--- config.mk ---
export PLATFORM = sky130hd
export DESIGN_NAME = mem_arbiter
export DESIGN_NICKNAME = d
export VERILOG_FILES = /design/src/rtl/mem_arb_pkg.sv /design/src/rtl/mem_arbiter.sv
export SDC_FILE = /design/constraint.sdc
export NUM_CORES = 1
export LEC_CHECK = 0
export CAP_MARGIN = 20
export CORE_ASPECT_RATIO = 1.5
export CORE_UTILIZATION = 42
export DETAILED_ROUTE_END_ITERATION = 12
export GPL_TIMING_DRIVEN = 0
export PLACE_DENSITY = 0.84
export REMOVE_ABC_BUFFERS = 1
export SYNTH_ARGS = -nofsm -noshare
export SYNTH_HDL_FRONTEND = slang
export SYNTH_SLANG_ARGS = --single-unit
--- constraint.sdc ---
create_clock -name clk -period 11.4 [get_ports clk]
set_input_delay 3.42 -clock clk [delete_from_list [all_inputs] [get_ports clk]]
set_output_delay 3.42 -clock clk [all_outputs]
set_load 0.05 [all_outputs]
--- src/rtl/mem_arb_pkg.sv ---
`default_nettype none
// +----------------------------------------------------------------------------+
// | Package : mem_arb_pkg                                                      |
// | Purpose : Shared types and constants for the two-port memory arbiter.      |
// |           state_t : arbiter FSM states                                     |
// |           grant_t : which requester owns the current transaction           |
// |           CNT_W   : width of the wait-state down-counter                   |
// | Rev     : 1.0  initial release                                             |
// +----------------------------------------------------------------------------+
package mem_arb_pkg;

  // Width of the wait-state counter; covers WaitStates 0..15.
  localparam int CNT_W = 4;

  typedef enum logic [1:0] {
    IDLE   = 2'd0,
    ACCESS = 2'd1,
    RESP   = 2'd2
  } state_t;

  typedef enum logic {
    GNT_I = 1'b0,
    GNT_D = 1'b1
  } grant_t;

endpackage : mem_arb_pkg
`default_nettype wire

--- src/rtl/mem_arbiter.sv ---
`default_nettype none
// +----------------------------------------------------------------------------+
// | Module  : mem_arbiter                                                      |
// | Purpose : Shares one single-port word memory between an instruction-fetch |
// |           requester (read-only) and a data requester (read/write) with a   |
// |           req/ack handshake and a configurable number of wait states.      |
// | Ports   : clk, reset (async, active-high)                                  |
// |           i_req/i_addr -> i_ack/i_rdata          fetch port                |
// |           d_req/d_we/d_addr/d_wdata -> d_ack/d_rdata   data port           |
// |           mem_we/mem_addr/mem_wdata, mem_rdata   memory side               |
// |           busy                                   high when not IDLE        |
// | Rev     : 1.0  initial release                                             |
// +----------------------------------------------------------------------------+
module mem_arbiter
  import mem_arb_pkg::*;
#(
  parameter int WaitStates = 2
) (
  input  logic        clk,
  input  logic        reset,
  input  logic        i_req,
  input  logic [31:0] i_addr,
  output logic        i_ack,
  output logic [31:0] i_rdata,
  input  logic        d_req,
  input  logic        d_we,
  input  logic [31:0] d_addr,
  input  logic [31:0] d_wdata,
  output logic        d_ack,
  output logic [31:0] d_rdata,
  output logic        mem_we,
  output logic [31:0] mem_addr,
  output logic [31:0] mem_wdata,
  input  logic [31:0] mem_rdata,
  output logic        busy
);

  localparam logic [CNT_W-1:0] WAIT_INIT = CNT_W'(WaitStates);

  state_t             state_q,      state_d;
  logic [CNT_W-1:0]   wait_cnt_q,   wait_cnt_d;
  grant_t             gnt_q,        gnt_d;
  grant_t             last_grant_q, last_grant_d;
  logic [31:0]        addr_q,       addr_d;
  logic [31:0]        wdata_q,      wdata_d;
  logic               we_q,         we_d;
  logic [31:0]        rdata_q,      rdata_d;
  grant_t             pick;

  // The final ACCESS cycle is the one where the counter has run out.
  logic last_access;
  assign last_access = (state_q == ACCESS) && (wait_cnt_q == '0);

  always_comb begin
    state_d      = state_q;
    wait_cnt_d   = wait_cnt_q;
    gnt_d        = gnt_q;
    last_grant_d = last_grant_q;
    addr_d       = addr_q;
    wdata_d      = wdata_q;
    we_d         = we_q;
    rdata_d      = rdata_q;

    // A lone request wins outright; on a tie the port not served last wins.
    if (i_req && d_req) begin
      pick = (last_grant_q == GNT_D) ? GNT_I : GNT_D;
    end else begin
      pick = d_req ? GNT_D : GNT_I;
    end

    case (state_q)
      IDLE: begin
        if (i_req || d_req) begin
          gnt_d = pick;
          if (pick == GNT_D) begin
            addr_d  = d_addr;
            wdata_d = d_wdata;
            we_d    = d_we;
          end else begin
            // Fetch has no write data; keep the bus value, never write.
            addr_d  = i_addr;
            we_d    = 1'b0;
          end
          wait_cnt_d = WAIT_INIT;
          state_d    = ACCESS;
        end
      end
      ACCESS: begin
        if (wait_cnt_q == '0) begin
          // Captured in the same cycle as the write, so a write returns
          // the word that was in memory before it.
          rdata_d = mem_rdata;
          state_d = RESP;
        end else begin
          wait_cnt_d = wait_cnt_q - 1'b1;
        end
      end
      RESP: begin
        last_grant_d = gnt_q;
        state_d      = IDLE;
      end
      default: begin
        state_d = IDLE;
      end
    endcase
  end

  always_ff @(posedge clk or posedge reset) begin
    if (reset) begin
      state_q      <= IDLE;
      wait_cnt_q   <= '0;
      gnt_q        <= GNT_I;
      last_grant_q <= GNT_D;
      addr_q       <= '0;
      wdata_q      <= '0;
      we_q         <= 1'b0;
      rdata_q      <= '0;
    end else begin
      state_q      <= state_d;
      wait_cnt_q   <= wait_cnt_d;
      gnt_q        <= gnt_d;
      last_grant_q <= last_grant_d;
      addr_q       <= addr_d;
      wdata_q      <= wdata_d;
      we_q         <= we_d;
      rdata_q      <= rdata_d;
    end
  end

  // Outputs decode straight from state so reset removes them immediately.
  assign mem_we    = last_access && we_q;
  assign mem_addr  = addr_q;
  assign mem_wdata = wdata_q;
  assign i_ack     = (state_q == RESP) && (gnt_q == GNT_I);
  assign d_ack     = (state_q == RESP) && (gnt_q == GNT_D);
  assign i_rdata   = rdata_q;
  assign d_rdata   = rdata_q;
  assign busy      = (state_q != IDLE);

endmodule : mem_arbiter
`default_nettype wire

==> metrics, run 1 <==
fin crit share=55.59%; Max Buffers Root-to-Sink=2; placed cells=750; Min Clock Period, post-route=6.338 ns; Sinks on Clock Net=105; PnR worst setup slack=5.062 ns; fmax=0.1578 GHz; CTS resizes=0; Setup CP Type=flip-flop to primary output; DRC=0; core area=10710 sq um; Yosys cell types=36; CTS tree=done; grt total ovfl=0; Worst Tran Pin Value=0.9364 ns; area of the multi-input gates=1594 sq um; Slowest Stage Delay on Critical Path=0.84 ns; initial drt markers=136; RSZ-0062 raised after global routing=no; number of global-route vias before repair=3910; post-synthesis register bit count=105; largest net degree at the start of global routing=66; Synth Instances=396; Setup TNS Final=0 ns; CTS Buf Count=9; Die Wd=88.05 um; final setup violation count=0; die span in y=131.1 um; final core utilization=68.99%; Post-synth EDFFs=0; Max FO, Critical Path=34; Mapped Area=4664 sq um; Max Slew Vio Count=0; overall routing resource usage=22.66%; clk slew on worst S/H paths=0.06 ns; Wirelength per Cell=16.79 um; register area share after synthesis=56.36%; Final Hold Violating Endpoints=0; Rows=46; clk_lat worst skew=0.34 ns; 1st-pass router iterations=4; die area=11540 sq um; Layout fillers=826; Starting Density=43.57%; Ys Warns=0; Crit path arrival time=2.92 ns; CTS Hold Buffers Added=0; via count=3790; Top Ports=265; Placer Congestion=0.7951; CP max-delay cell=clkdlybuf4s50_1; hpwl dp=9.624 mm; Finished Layout Cells=766; synthesized area per cell=11.78 sq um; Hold Path Class=flip-flop to flip-flop; WL final=12.86 mm; Vias/cell=4.948; Slew Limit Headroom=37.42%; Clock Skew=0.01017 ns; share of cells above drive strength 1=12.06%; post-placement worst setup slack=5.423 ns; H-tree depth=3; area grow syn2layout=58.34%; Nets=752; max cap viols=0; root buffer cell=clkbuf_16; Worst Path Required=7.98 ns; critical path, cell by cell=inv_1 > ha_1 > nor3b_2 > nand2_2 > nor2_1 > clkdlybuf4s50_1; buffer count from post-CTS setup fixing=0; status=finished clean; ant diodes=0; Storage cell area=2629 sq um; most frequent cells in the layout=clkdlybuf4s50_1 (264), dfrtp_1 (104), nand2_1 (65), mux2_2 (49), a21oi_1 (33); first-pass GRT wire length=19.74 mm; crit start category=flip-flop; commonest non-fill, non-tap cell in the layout=clkdlybuf4s50_1; port bufs=264; ys flop type=dfrtp_1; initial antenna violation count=0; post-route antenna net violation count=0; crit end category=primary output; ys async rst share=100.0%
## metal layers
metal | up-vias | routed length (um) | GRT usage, %
met3 | 28 | 756 | 4.070
met1 | 1827 | 4516 | 25.51
li1 | 1769 | - | -
met5 | - | 0 | 0
met2 | 166 | 7155 | 40.77
met4 | 0 | 434 | 11.29
## final timing paths
check	start	to	slack, ns	cells past startpoint
min reg2reg	wait_cnt_q[0]	wait_cnt_q[0]	0.49	1
min	wait_cnt_q[0]	wait_cnt_q[0]	0.49	1
max	wait_cnt_q[0]	mem_we	5.06	6
max reg2reg	state_q[0]	mem_wdata[2]	9.16	3
min in group asynchronous	reset	d_rdata[9]	3.48	2
max in group asynchronous	reset	last_grant_q	7.18	3
## cells by family (layout without fill, tap and decap cells)
| kind of cell | after synthesis | after routing | synth area share (%) |
|---|---|---|---|
| compound gates | 76 | 76 | 9.871 |
| fa+ha+maj | 2 | 2 | 0.5364 |
| buf+inv | 64 | 290 | 9.630 |
| flops | 105 | 105 | 56.36 |
| mux | 65 | 65 | 15.67 |
| simple gates | 84 | 84 | 7.940 |
## metrics by stage
step | hold WS [ns] | instance area [sq um]
2_1_floorplan | 0.4658 | 4245
3_3_place_gp | 0.4747 | 7068
3_5_place_dp | 0.4809 | 7121
4_1_cts | 0.4962 | 7386
5_1_grt | 0.5134 | 7386
6_report | 0.4934 | 7386
## Yosys cell counts, drive strengths merged (2+ instances only)
library cell	number	area (sq um)
a21oi	33	165.2
a31oi	33	212.7
and2	2	15.02
buf	46	381.6
clkbuf	10	37.54
dfrtp	104	2603
ha	2	25.02
inv	8	30.03
mux2	64	720.7
nand2	67	261.5
nand2b	3	18.77
nor2	4	15.01
nor3b	2	20.02
o21ai	4	20.02
## critical path, delay by kind of cell, from the launching register on
kind	cells	cell delay (ns)
buf+inv	2	0.93
flops	1	0.40
fa+ha+maj	1	0.19
simple gates	3	1.06
## area by class of cell
cell class                 instances  area share, %
timing repair buffer             266          36.35
clock inverter                     5         0.4405
clock buffer                      11          3.151
inverter                           8         0.4405
multi-input combinational        227          21.58
tap                              144          2.439
sequential                       105          35.59
## sequential cells by signal, summed over array words and instances (netlist names)
signal and cells:
d_rdata 32, gnt_q 1, last_grant_q 1, mem_addr 32, mem_wdata 32, state_q 2
wait_cnt_q 4, we_q 1
Power of run 1 is not shown: default switching activity piles up to over one toggle a cycle in this logic, so the estimate is an artifact.
==> inputs of run 2 (changes only) <==
CORE_UTILIZATION = 35   (was 42)
PLACE_DENSITY = 0.74   (was 0.84)
clock period = 5.1 ns   (was 11.4 ns; I/O delays follow)
==> metrics, run 2 (synthesis gave the netlist of run 1 again) <==
hold_ws=0.4924 ns (was 0.4934 ns); 1st-pass router iterations=4 (unchanged); root buffer cell=clkbuf_16 (unchanged); Critical Path End=mem_we (unchanged); Rows=51 (was 46); initial antenna violation count=0 (unchanged); Slowest Stage Delay on Critical Path=0.85 ns (was 0.84 ns); fmax=0.2238 GHz; CTS resizes=0 (unchanged); Setup CP Type=flip-flop to primary output (unchanged); Max Slew Vio Count=0 (unchanged); largest net degree at the start of global routing=58 (was 66); port bufs=264 (unchanged); CP max-delay cell=clkdlybuf4s50_1 (unchanged); Die Wd=96.26 um (was 88.05 um); clk_lat worst skew=0.33 ns (was 0.34 ns); post-route antenna net violation count=0 (unchanged); number of global-route vias before repair=3953 (was 3910); Top Ports=265 (unchanged); Setup TNS Final=0 ns (unchanged); Max FO, Critical Path=34 (unchanged); Vias/cell=4.900 (was 4.948); Nets=752 (unchanged); via count=3822 (was 3790); Clock Skew=0.008846 ns (was 0.01017 ns); Crit path arrival time=2.94 ns (was 2.92 ns); final setup violation count=0 (unchanged); Max Buffers Root-to-Sink=2 (unchanged); Wirelength per Cell=16.19 um (was 16.79 um); critical path, cell by cell=inv_1 > ha_1 > nor3b_2 > nand2_2 > nor2_1 > clkdlybuf4s50_1 (unchanged); buffer count from post-CTS setup fixing=0 (unchanged); Bufs and invs on worst path=2 (unchanged); CTS tree=done (unchanged); hpwl dp=9.556 mm (was 9.624 mm); CP Launch Point=wait_cnt_q[0] (unchanged); Placer Congestion=0.7484 (was 0.7951); reg2reg start=state_q[0] (unchanged); Starting Density=35.83% (was 43.57%); Final Cell Area=7423 sq um (was 7386 sq um); die span in y=143.4 um (was 131.1 um); ant diodes=0 (unchanged); Worst Path Required=3.57 ns (was 7.98 ns); Hold Path Class=flip-flop to flip-flop (unchanged); CTS Hold Buffers Added=0 (unchanged); Sinks on Clock Net=105 (unchanged); Worst Tran Pin Value=0.9456 ns (was 0.9364 ns); core area=13020 sq um (was 10710 sq um); fin crit share=87.63%; H-tree depth=3 (unchanged); die area=13800 sq um (was 11540 sq um); Worst R2R End=mem_wdata[10] (was mem_wdata[2]); DRC=0 (unchanged); initial drt markers=61 (was 136); area grow syn2layout=59.15% (was 58.34%); Min Clock Period, post-route=4.469 ns; crit end category=primary output (unchanged); overall routing resource usage=18.14% (was 22.66%); Final Hold Violating Endpoints=0 (unchanged); Slew Limit Headroom=36.80% (was 37.42%); first-pass GRT wire length=19.04 mm (was 19.74 mm); share of cells above drive strength 1=12.24% (was 12.06%); RSZ-0062 raised after global routing=no (unchanged); R2R setup slack=2.84 ns (was 9.16 ns); grt total ovfl=0 (unchanged); WL final=12.63 mm (was 12.86 mm); commonest non-fill, non-tap cell in the layout=clkdlybuf4s50_1 (unchanged); status=finished clean (unchanged); most frequent cells in the layout=clkdlybuf4s50_1 (264), dfrtp_1 (104), nand2_1 (65), mux2_2 (49), a21oi_1 (33) (unchanged); Crit path depth=6 (unchanged); Post-DP Area=7152 sq um (was 7121 sq um); clk slew on worst S/H paths=0.07 ns (was 0.06 ns); path depth of the worst reg2reg path=3 (unchanged); Crit path max-delay family=simple AND/OR/NAND/NOR gates (unchanged); crit start category=flip-flop (unchanged); CTS Buf Count=9 (unchanged); Finished Layout Cells=780 (was 766); max cap viols=0 (unchanged); placed cells=765 (was 750)
## run 2: cell count changes in the layout (fill, tap and decap cells not counted), sizes merged
cell	delta
clkbuf	-1
clkinv	+3
clkinvlp	-3
## run 2: worst min path at each step
stage	cells after the start	startpoint	end	slack (ns)
finish	1	mem_wdata[11]	mem_wdata[11]	0.49
global route	1	mem_wdata[9]	mem_wdata[9]	0.52
CTS	1	mem_wdata[11]	mem_wdata[11]	0.50
detailed placement	1	mem_wdata[11]	mem_wdata[11]	0.48
global placement	1	mem_wdata[11]	mem_wdata[11]	0.48
floorplan	1	wait_cnt_q[0]	wait_cnt_q[0]	0.47
## run 2: worst reg2reg max path, cell delays in order, from the launching register on
cell and delay [ns]:
dfrtp_1 0.44, nor2_4 0.75, nand2_4 0.47, mux2_1 0.47
## run 2: final cells by class
| type | count | area (sq um) |
|---|---|---|
| Fill cell | 1143 | 5594 |
| Timing Repair Buffer | 266 | 2698 |
| Sequential cell | 105 | 2629 |
| Multi-Input combinational cell | 227 | 1594 |
| Clock buffer | 10 | 239.0 |
| Tap cell | 159 | 198.9 |
| Clock inverter | 5 | 32.53 |
| Inverter | 8 | 32.53 |
## run 2: through the flow
stage | util [%] | setup WS, ns
global route | 57.03 | 0.4239
floorplan | - | 0.8111
CTS | 57.03 | 0.5869
finish | 57.03 | 0.6308
global placement | 54.44 | -0.6889
detailed placement | 54.94 | 0.9585
## run 2: layer usage
metal	up-vias	global-route usage, %	share of wire, %
met3	22	5.397	8.4
met2	172	34.30	54
met1	1853	17.67	35
met5	-	0	0
li1	1775	-	-
met4	0	7.698	2.5
Power of run 2 is left out for the same reason.
==> inputs of run 3 (changes only) <==
SLEW_MARGIN = 20   (was unset)
==> metrics, run 3 (synthesis gave the netlist of run 1 again) <==
ant diodes=0 (unchanged); largest net degree at the start of global routing=58 (unchanged); Slew Limit Headroom=37.60% (was 36.80%); first-pass GRT wire length=19.18 mm (was 19.04 mm); CTS tree=done (unchanged); Finished Layout Cells=780 (unchanged); die area=13800 sq um (unchanged); Slowest Stage Delay on Critical Path=0.85 ns (about the same); DRC=0 (unchanged); Die Wd=96.26 um (unchanged); reg2reg start=last_grant_q (was state_q[0]); number of global-route vias before repair=4024 (was 3953); die span in y=143.4 um (unchanged); CP max-delay cell=clkdlybuf4s50_1 (unchanged); RSZ-0062 raised after global routing=no (unchanged); CTS Buf Count=9 (unchanged); post-route antenna net violation count=0 (unchanged); Worst Tran Pin Value=0.9336 ns (was 0.9456 ns); Starting Density=35.83% (unchanged); hold path cells=1 (unchanged); WL final=12.60 mm (was 12.63 mm); fmax=0.2239 GHz (was 0.2238 GHz); CP Launch Point=wait_cnt_q[0] (unchanged); Setup CP Type=flip-flop to primary output (unchanged); fin crit share=87.58% (was 87.63%); most frequent cells in the layout=clkdlybuf4s50_1 (264), dfrtp_1 (104), nand2_1 (65), mux2_2 (49), a21oi_1 (33) (unchanged); H-tree depth=3 (unchanged); area grow syn2layout=59.20% (was 59.15%); Vias/cell=4.949 (was 4.900); PnR worst setup slack=0.6335 ns (was 0.6308 ns); Critical Path End=mem_we (unchanged); max cap viols=0 (unchanged); Rows=51 (unchanged); buffer count from post-CTS setup fixing=0 (unchanged); Layout fillers=1126 (was 1143); root buffer cell=clkbuf_16 (unchanged); hold_ws=0.4897 ns (was 0.4924 ns); Hold Path Class=flip-flop to flip-flop (unchanged); initial antenna violation count=0 (unchanged); CTS Hold Buffers Added=0 (unchanged); initial drt markers=78 (was 61); 1st-pass router iterations=4 (unchanged); Wirelength per Cell=16.15 um (was 16.19 um); core area=13020 sq um (unchanged); status=finished clean (unchanged); hpwl dp=9.559 mm (was 9.556 mm); Crit path max-delay family=simple AND/OR/NAND/NOR gates (unchanged); share of cells above drive strength 1=12.40% (was 12.24%); Nets=752 (unchanged); commonest non-fill, non-tap cell in the layout=clkdlybuf4s50_1 (unchanged); Max FO, Critical Path=34 (unchanged); R2R setup slack=2.94 ns (was 2.84 ns); placed cells=765 (unchanged); Top Ports=265 (unchanged); crit start category=flip-flop (unchanged); crit end category=primary output (unchanged); overall routing resource usage=18.23% (was 18.14%); Max Slew Vio Count=0 (unchanged); final setup violation count=0 (unchanged); Crit path arrival time=2.94 ns (about the same); Setup TNS Final=0 ns (unchanged); via count=3860 (was 3822); port bufs=264 (unchanged); Clock Skew=0.007917 ns (was 0.008846 ns); Min Clock Period, post-route=4.467 ns (was 4.469 ns); grt total ovfl=0 (unchanged); Bufs and invs on worst path=2 (unchanged); path depth of the worst reg2reg path=3 (unchanged); CTS resizes=0 (unchanged); Worst R2R End=mem_wdata[10] (unchanged); Crit path depth=6 (unchanged); Max Buffers Root-to-Sink=2 (unchanged); clk slew on worst S/H paths=0.07 ns (about the same); Sinks on Clock Net=105 (unchanged); Final Hold Violating Endpoints=0 (unchanged); critical path, cell by cell=inv_1 > ha_1 > nor3b_2 > nand2_2 > nor2_1 > clkdlybuf4s50_1 (unchanged); clk_lat worst skew=0.33 ns (about the same); Placer Congestion=0.7484 (unchanged); Worst Path Required=3.57 ns (about the same); post-placement worst setup slack=0.9513 ns (was 0.9585 ns)
-- run 3: cell counts in the layout (fill, tap and decap cells not counted) --
Identical to the previous run, type by type.
-- run 3: cell type report --
class | count | area [sq um] | share of cell area (%)
timing repair buffer | 266 | 2698 | 36.33
sequential | 105 | 2629 | 35.40
multi-input combinational | 227 | 1594 | 21.47
clock buffer | 10 | 239.0 | 3.218
tap | 159 | 198.9 | 2.679
inverter | 8 | 35.03 | 0.4718
clock inverter | 5 | 32.53 | 0.4381
-- run 3: worst min-delay path by stage --
stage | startpoint | slack (ns) | end
floorplan | wait_cnt_q[0] | 0.47 | wait_cnt_q[0]
global placement | mem_wdata[11] | 0.48 | mem_wdata[11]
detailed placement | mem_wdata[11] | 0.48 | mem_wdata[11]
CTS | mem_wdata[11] | 0.50 | mem_wdata[11]
global route | mem_wdata[9] | 0.52 | mem_wdata[9]
finish | mem_wdata[11] | 0.49 | mem_wdata[11]
-- run 3: through the flow --
step | utilization (%) | area (sq um)
after global placement | 54.44 | 7087
final | 57.05 | 7426
after CTS | 57.05 | 7426
after global routing | 57.05 | 7426
after floorplan | - | 4245
after detailed placement | 54.96 | 7154
-- run 3: metal layers --
layer | GRT usage (%) | vias to the layer above | share of wire (%)
met3 | 5.503 | 24 | 8.4
li1 | - | 1774 | -
met2 | 33.71 | 189 | 54
met1 | 18.22 | 1873 | 34
met5 | 0 | - | 0
met4 | 8.170 | 0 | 2.9
-- run 3: worst reg2reg max path, delay by kind of cell (launching register included) --
family,cells,cell delay [ns]
AO/OA/AOI/OAI,1,0.74
flip-flops,1,0.40
multiplexers,1,0.45
AND/OR/NAND/NOR,1,0.45
Power of run 3 is left out for the same reason.
